File: config.mk
export PLATFORM = sky130hd
export DESIGN_NAME = carry_chain_sequencer
export DESIGN_NICKNAME = d
export VERILOG_FILES = /design/src/rtl/clb_carry_pkg.sv /design/src/rtl/carry_chain.sv /design/src/rtl/carry_chain_sequencer.sv
export SDC_FILE = /design/constraint.sdc
export NUM_CORES = 1
export LEC_CHECK = 0
export CAP_MARGIN = 5
export CORE_ASPECT_RATIO = 1.25
export CORE_MARGIN = 4
export CORE_UTILIZATION = 34
export DETAILED_ROUTE_END_ITERATION = 10
export PLACE_DENSITY_LB_ADDON = 0.05
export SETUP_SLACK_MARGIN = 0.15
export SLEW_MARGIN = 15
export SYNTH_ARGS = -nofsm -noshare
export SYNTH_HDL_FRONTEND = slang
export SYNTH_SLANG_ARGS = --single-unit
export TNS_END_PERCENT = 20
File: constraint.sdc
create_clock -name clk -period 4.59 [get_ports clk]
set_input_delay 0.918 -clock clk [delete_from_list [all_inputs] [get_ports clk]]
set_output_delay 0.918 -clock clk [all_outputs]
set_load 0.005 [all_outputs]
File: src/rtl/clb_carry_pkg.sv
// Shared types and helpers for the chunked carry-chain adder/subtractor.
package clb_carry_pkg;

    typedef enum logic [1:0] {
        IDLE = 2'd0,
        RUN  = 2'd1,
        DONE = 2'd2
    } state_t;

    // Counter width for NCHUNKS chunks; a single-chunk build still needs one bit.
    function automatic int cnt_width(input int n);
        return (n <= 1) ? 1 : $clog2(n);
    endfunction

endpackage

File: src/rtl/carry_chain.sv
// One narrow ripple carry slice fed with propagate/generate terms and a carry-in.
module carry_chain #(
    parameter int INPUTS = 4
) (
    input  logic [INPUTS-1:0] p,
    input  logic [INPUTS-1:0] g,
    input  logic              ci,
    output logic [INPUTS-1:0] s,
    output logic              co
);

    // A block-local ripple variable keeps the chain free of a self-referencing vector.
    always_comb begin : ripple
        logic c;
        c = ci;
        s = '0;
        for (int i = 0; i < INPUTS; i++) begin
            s[i] = p[i] ^ c;
            c    = g[i] | (p[i] & c);
        end
        co = c;
    end

endmodule

File: src/rtl/carry_chain_sequencer.sv
// Wide add/subtract built by stepping one CHUNK-bit carry_chain across NCHUNKS chunks, LSB first.
module carry_chain_sequencer
    import clb_carry_pkg::*;
#(
    parameter int CHUNK   = 4,
    parameter int NCHUNKS = 4
) (
    input  logic                     clk,
    input  logic                     rst,
    input  logic                     in_valid,
    output logic                     in_ready,
    input  logic [CHUNK*NCHUNKS-1:0] a,
    input  logic [CHUNK*NCHUNKS-1:0] b,
    input  logic                     sub,
    input  logic                     cin,
    output logic                     out_valid,
    input  logic                     out_ready,
    output logic [CHUNK*NCHUNKS-1:0] sum,
    output logic                     cout,
    output logic                     ovf
);

    localparam int W  = CHUNK * NCHUNKS;
    localparam int CW = cnt_width(NCHUNKS);

    state_t        state;
    state_t        state_d;
    logic [CW-1:0] cnt;
    logic          carry;
    logic [W-1:0]  a_q;
    logic [W-1:0]  b_q;
    logic [31:0]   base;
    logic          accept;
    logic          last;
    logic [CHUNK-1:0] p_chunk;
    logic [CHUNK-1:0] g_chunk;
    logic [CHUNK-1:0] s_chunk;
    logic             co_chunk;

    assign in_ready  = (state == IDLE);
    assign out_valid = (state == DONE);
    assign accept    = in_ready && in_valid;
    assign last      = (cnt == CW'(NCHUNKS - 1));
    assign base      = 32'(cnt) * 32'(CHUNK);

    assign p_chunk = a_q[base +: CHUNK] ^ b_q[base +: CHUNK];
    assign g_chunk = a_q[base +: CHUNK] & b_q[base +: CHUNK];

    carry_chain #(
        .INPUTS(CHUNK)
    ) u_slice (
        .p (p_chunk),
        .g (g_chunk),
        .ci(carry),
        .s (s_chunk),
        .co(co_chunk)
    );

    always_ff @(posedge clk or posedge rst) begin
        if (rst) begin
            state <= IDLE;
        end else begin
            state <= state_d;
        end
    end

    always_comb begin
        state_d = state;
        case (state)
            IDLE:    if (in_valid) state_d = RUN;
            RUN:     if (last) state_d = DONE;
            DONE:    if (out_ready) state_d = IDLE;
            default: state_d = IDLE;
        endcase
    end

    // Subtraction is A + ~B + 1, so B is inverted once at acceptance and the carry seeded with 1.
    always_ff @(posedge clk or posedge rst) begin
        if (rst) begin
            cnt   <= '0;
            carry <= 1'b0;
            a_q   <= '0;
            b_q   <= '0;
            sum   <= '0;
            cout  <= 1'b0;
            ovf   <= 1'b0;
        end else if (accept) begin
            a_q   <= a;
            b_q   <= sub ? ~b : b;
            carry <= sub ? 1'b1 : cin;
            cnt   <= '0;
        end else if (state == RUN) begin
            sum[base +: CHUNK] <= s_chunk;
            carry              <= co_chunk;
            if (last) begin
                cout <= co_chunk;
                ovf  <= (a_q[W-1] == b_q[W-1]) && (s_chunk[CHUNK-1] != a_q[W-1]);
                cnt  <= '0;
            end else begin
                cnt <= cnt + 1'b1;
            end
        end
    end

endmodule

==> run summary <==
Startpoint Class: flip-flop
CTS tree: built
post-synthesis sequential area ratio: 49.2%
gr ovfl total: 0
Slowest-stage cell, CP: mux4_2
area grow syn2layout: 25.1%
Psw: 0.936 mW
CP Class: flip-flop to flip-flop
clock latency on the worst-skew pair: 300 ps
fmax: 336 MHz
HPWL Detailed: 4.36 mm
I/O pin count: 58
port bufs: 57
number of max-cap violations: 0
Yosys cell types: 29
CTS-repair resized insts: 0
CP dominant cell by count: fa_1
final setup margin: 1610 ps
main flop type after synthesis: dfrtp_1
vias in the first global route: 1968
crit-path max FO: 12
Int Pwr: 1.32 mW
GRT Overall Usage: 13.1%
sequential share of power: 35.8%
# clock sinks: 55
switch share: 41.5%
Sequential Area: 0.00138 mm^2
Initial Utilization: 35.3%
Post-Syn Instances: 257
FF+latch count, synth: 55
postcts setup bufs: 0
max-slew violations: 0
CTS buffer count: 5
Clk pin slew, worst setup/hold paths: 100 ps
Clock Tree Root: clkbuf_8
Post-Syn Area: 0.00280 mm^2
Design Power: 2.26 mW
Place WS: 1600 ps
first-pass GRT wire length: 9.86 mm
area occupied by multi-input gates: 0.00128 mm^2
combinational share of power: 52.7%
Final Hold Vio Count: 0
setup_tns: 0 ps
post-synthesis net count: 305
Hold Slack: 483 ps
Post-Layout Cell Count: 407
H-tree Lvls: 2
Longest Clk Path Bufs: 2
Worst Path Required: 4780 ps
routed len/inst: 14.3 um
Post-route DRC: 0
Worst Path Arrival: 3160 ps
Layout Skew: 9.08 ps
RSZ-0062 raised after global routing: false
fin crit period: 2980 ps
Power Dens Cells: 646 mW/mm^2
mean post-synth cell area: 10.9 um^2
First DRT Iteration DRCs: 50
Finished Core Util: 44.1%
final wirelength: 5.80 mm
final setup vio count: 0
via/cell ratio: 4.72
Clock power frac: 11.5%
Slew HR: 37.5%
antenna violations before repair: 0
Chip Width: 89.1 um
Final #Nets: 359
Ant. Diodes: 0
worst-margin pin slew: 936 ps
Worst VDD drop: 253 uV
Core ar.: 0.00793 mm^2
Placer Congestion: 0.711
Cell Area, Placed: 0.00341 mm^2
fill cell count: 772
ordered list of cells on the worst path: buf_4 > mux4_2 > fa_1 > inv_1 > fa_1 > fa_1 > inv_1 > fa_1 > nand2b_1 > o22ai_1 > mux2_2
crit end category: flip-flop
status: finished clean
largest net degree at the start of global routing: 52
Pre-antenna DRT Iters: 4
Die H: 109 um
slowest cell delay on critical path: 540 ps
post-route design area: 0.00350 mm^2
worst hold path type: flip-flop to flip-flop
Die ar.: 0.00975 mm^2
# hold bufs at CTS: 0
Synth Warn #: 0
# rows: 36
period utilization: 64.8%
Post-synth ARST share: 100%
dpl cells: 399
via count: 1920
Leak: 1.55 nW
number of routed nets with antenna violations: 0
EDFF count, synth: 0
layout cells sized above 1: 14.1%
## critical path, delay by kind of cell, from the launching register on
family | cells | cell delay, ps
compound gates | 1 | 70
fa+ha+maj | 4 | 1220
buf+inv | 3 | 330
flops | 1 | 330
mux | 2 | 800
simple gates | 1 | 100
## state kept, by name (all words and copies together) (netlist names)
signal / cells
a_q: 16
b_q: 16
sum: 16
cnt: 2
state: 2
carry: 1
cout: 1
ovf: 1
## per-layer routing
| layer | share of wire, % | GRT usage [%] | vias up |
|---|---|---|---|
| met5 | 0 | 0 | - |
| li1 | - | - | 968 |
| met2 | 51 | 21.9 | 38 |
| met4 | 0.93 | 2.87 | 0 |
| met1 | 44 | 17.5 | 909 |
| met3 | 4.1 | 2.70 | 5 |
## cell families (layout without fill, tap and decap cells)
logic type                 Yosys count  count (layout)  synth area share [%]
buffers and inverters               24              79                  5.06
DFF                                 55              55                  49.2
AOI/OAI and AO/OA                   37              37                  10.9
and+or+nand+nor                    105             105                  17.0
xor gates and xnor gates            16              16                  5.01
adders and majority gates           10              10                  5.55
muxes                               10              10                  7.25
## final timing paths
path / from / depth (start not counted) / to / slack, ps
setup / recovery: cnt[1] / 11 / ovf / 1610
hold / removal: a_q[13] / 2 / a_q[13] / 480
setup reg to reg: cnt[1] / 11 / ovf / 1610
hold reg to reg: a_q[13] / 2 / a_q[13] / 480
max in group asynchronous: rst / 3 / b_q[2] / 2720
min in group asynchronous: rst / 2 / a_q[9] / 1140
## Yosys cell counts (2+ instances only)
master	n	share of area, %
nand3_1	3	0.54
buf_6	5	2.0
mux2_2	2	0.81
o21ai_0	2	0.36
mux4_2	8	6.4
a22o_1	2	0.63
dfrtp_1	55	49
o21ai_2	18	5.6
nand3b_1	3	0.81
buf_2	8	1.4
xnor2_1	16	5.0
nand2_1	85	11
fa_1	4	2.9
o31ai_1	8	2.1
inv_1	9	1.2
nand2b_1	6	1.3
o41ai_1	6	1.9
ha_1	6	2.7
## final cells by class
class	count	share of cell area [%]
sequential	55	39.4
inverter	9	0.966
tap	95	3.40
multi-input combinational	178	36.5
timing repair buffer	62	17.4
clock inverter	1	0.143
clock buffer	7	2.18
## cell usage in the layout (no fill, tap or decap), types with 2 or more instances in the layout
cell type	instances
o21ai_0	2
mux2_2	2
xnor2_1	16
fa_1	4
dfrtp_1	55
a22o_1	2
nand3b_1	3
ha_1	6
clkdlybuf4s50_1	57
buf_4	5
nand2_1	85
o41ai_1	6
clkbuf_1	2
clkbuf_8	5
o21ai_2	18
nand2b_1	6
nand3_1	3
o31ai_1	8
inv_1	8
mux4_2	8
## power groups by stage
stage	Sequential [mW]	Combinational, mW	Clock, mW
after detailed placement	0.824	1.22	0
final	0.808	1.19	0.260
after global placement	0.831	1.21	0
after floorplan	0.765	0.901	0
after global routing	0.839	1.34	0.296
after CTS	0.815	1.22	0.273
(Power assumes the default switching activity.)
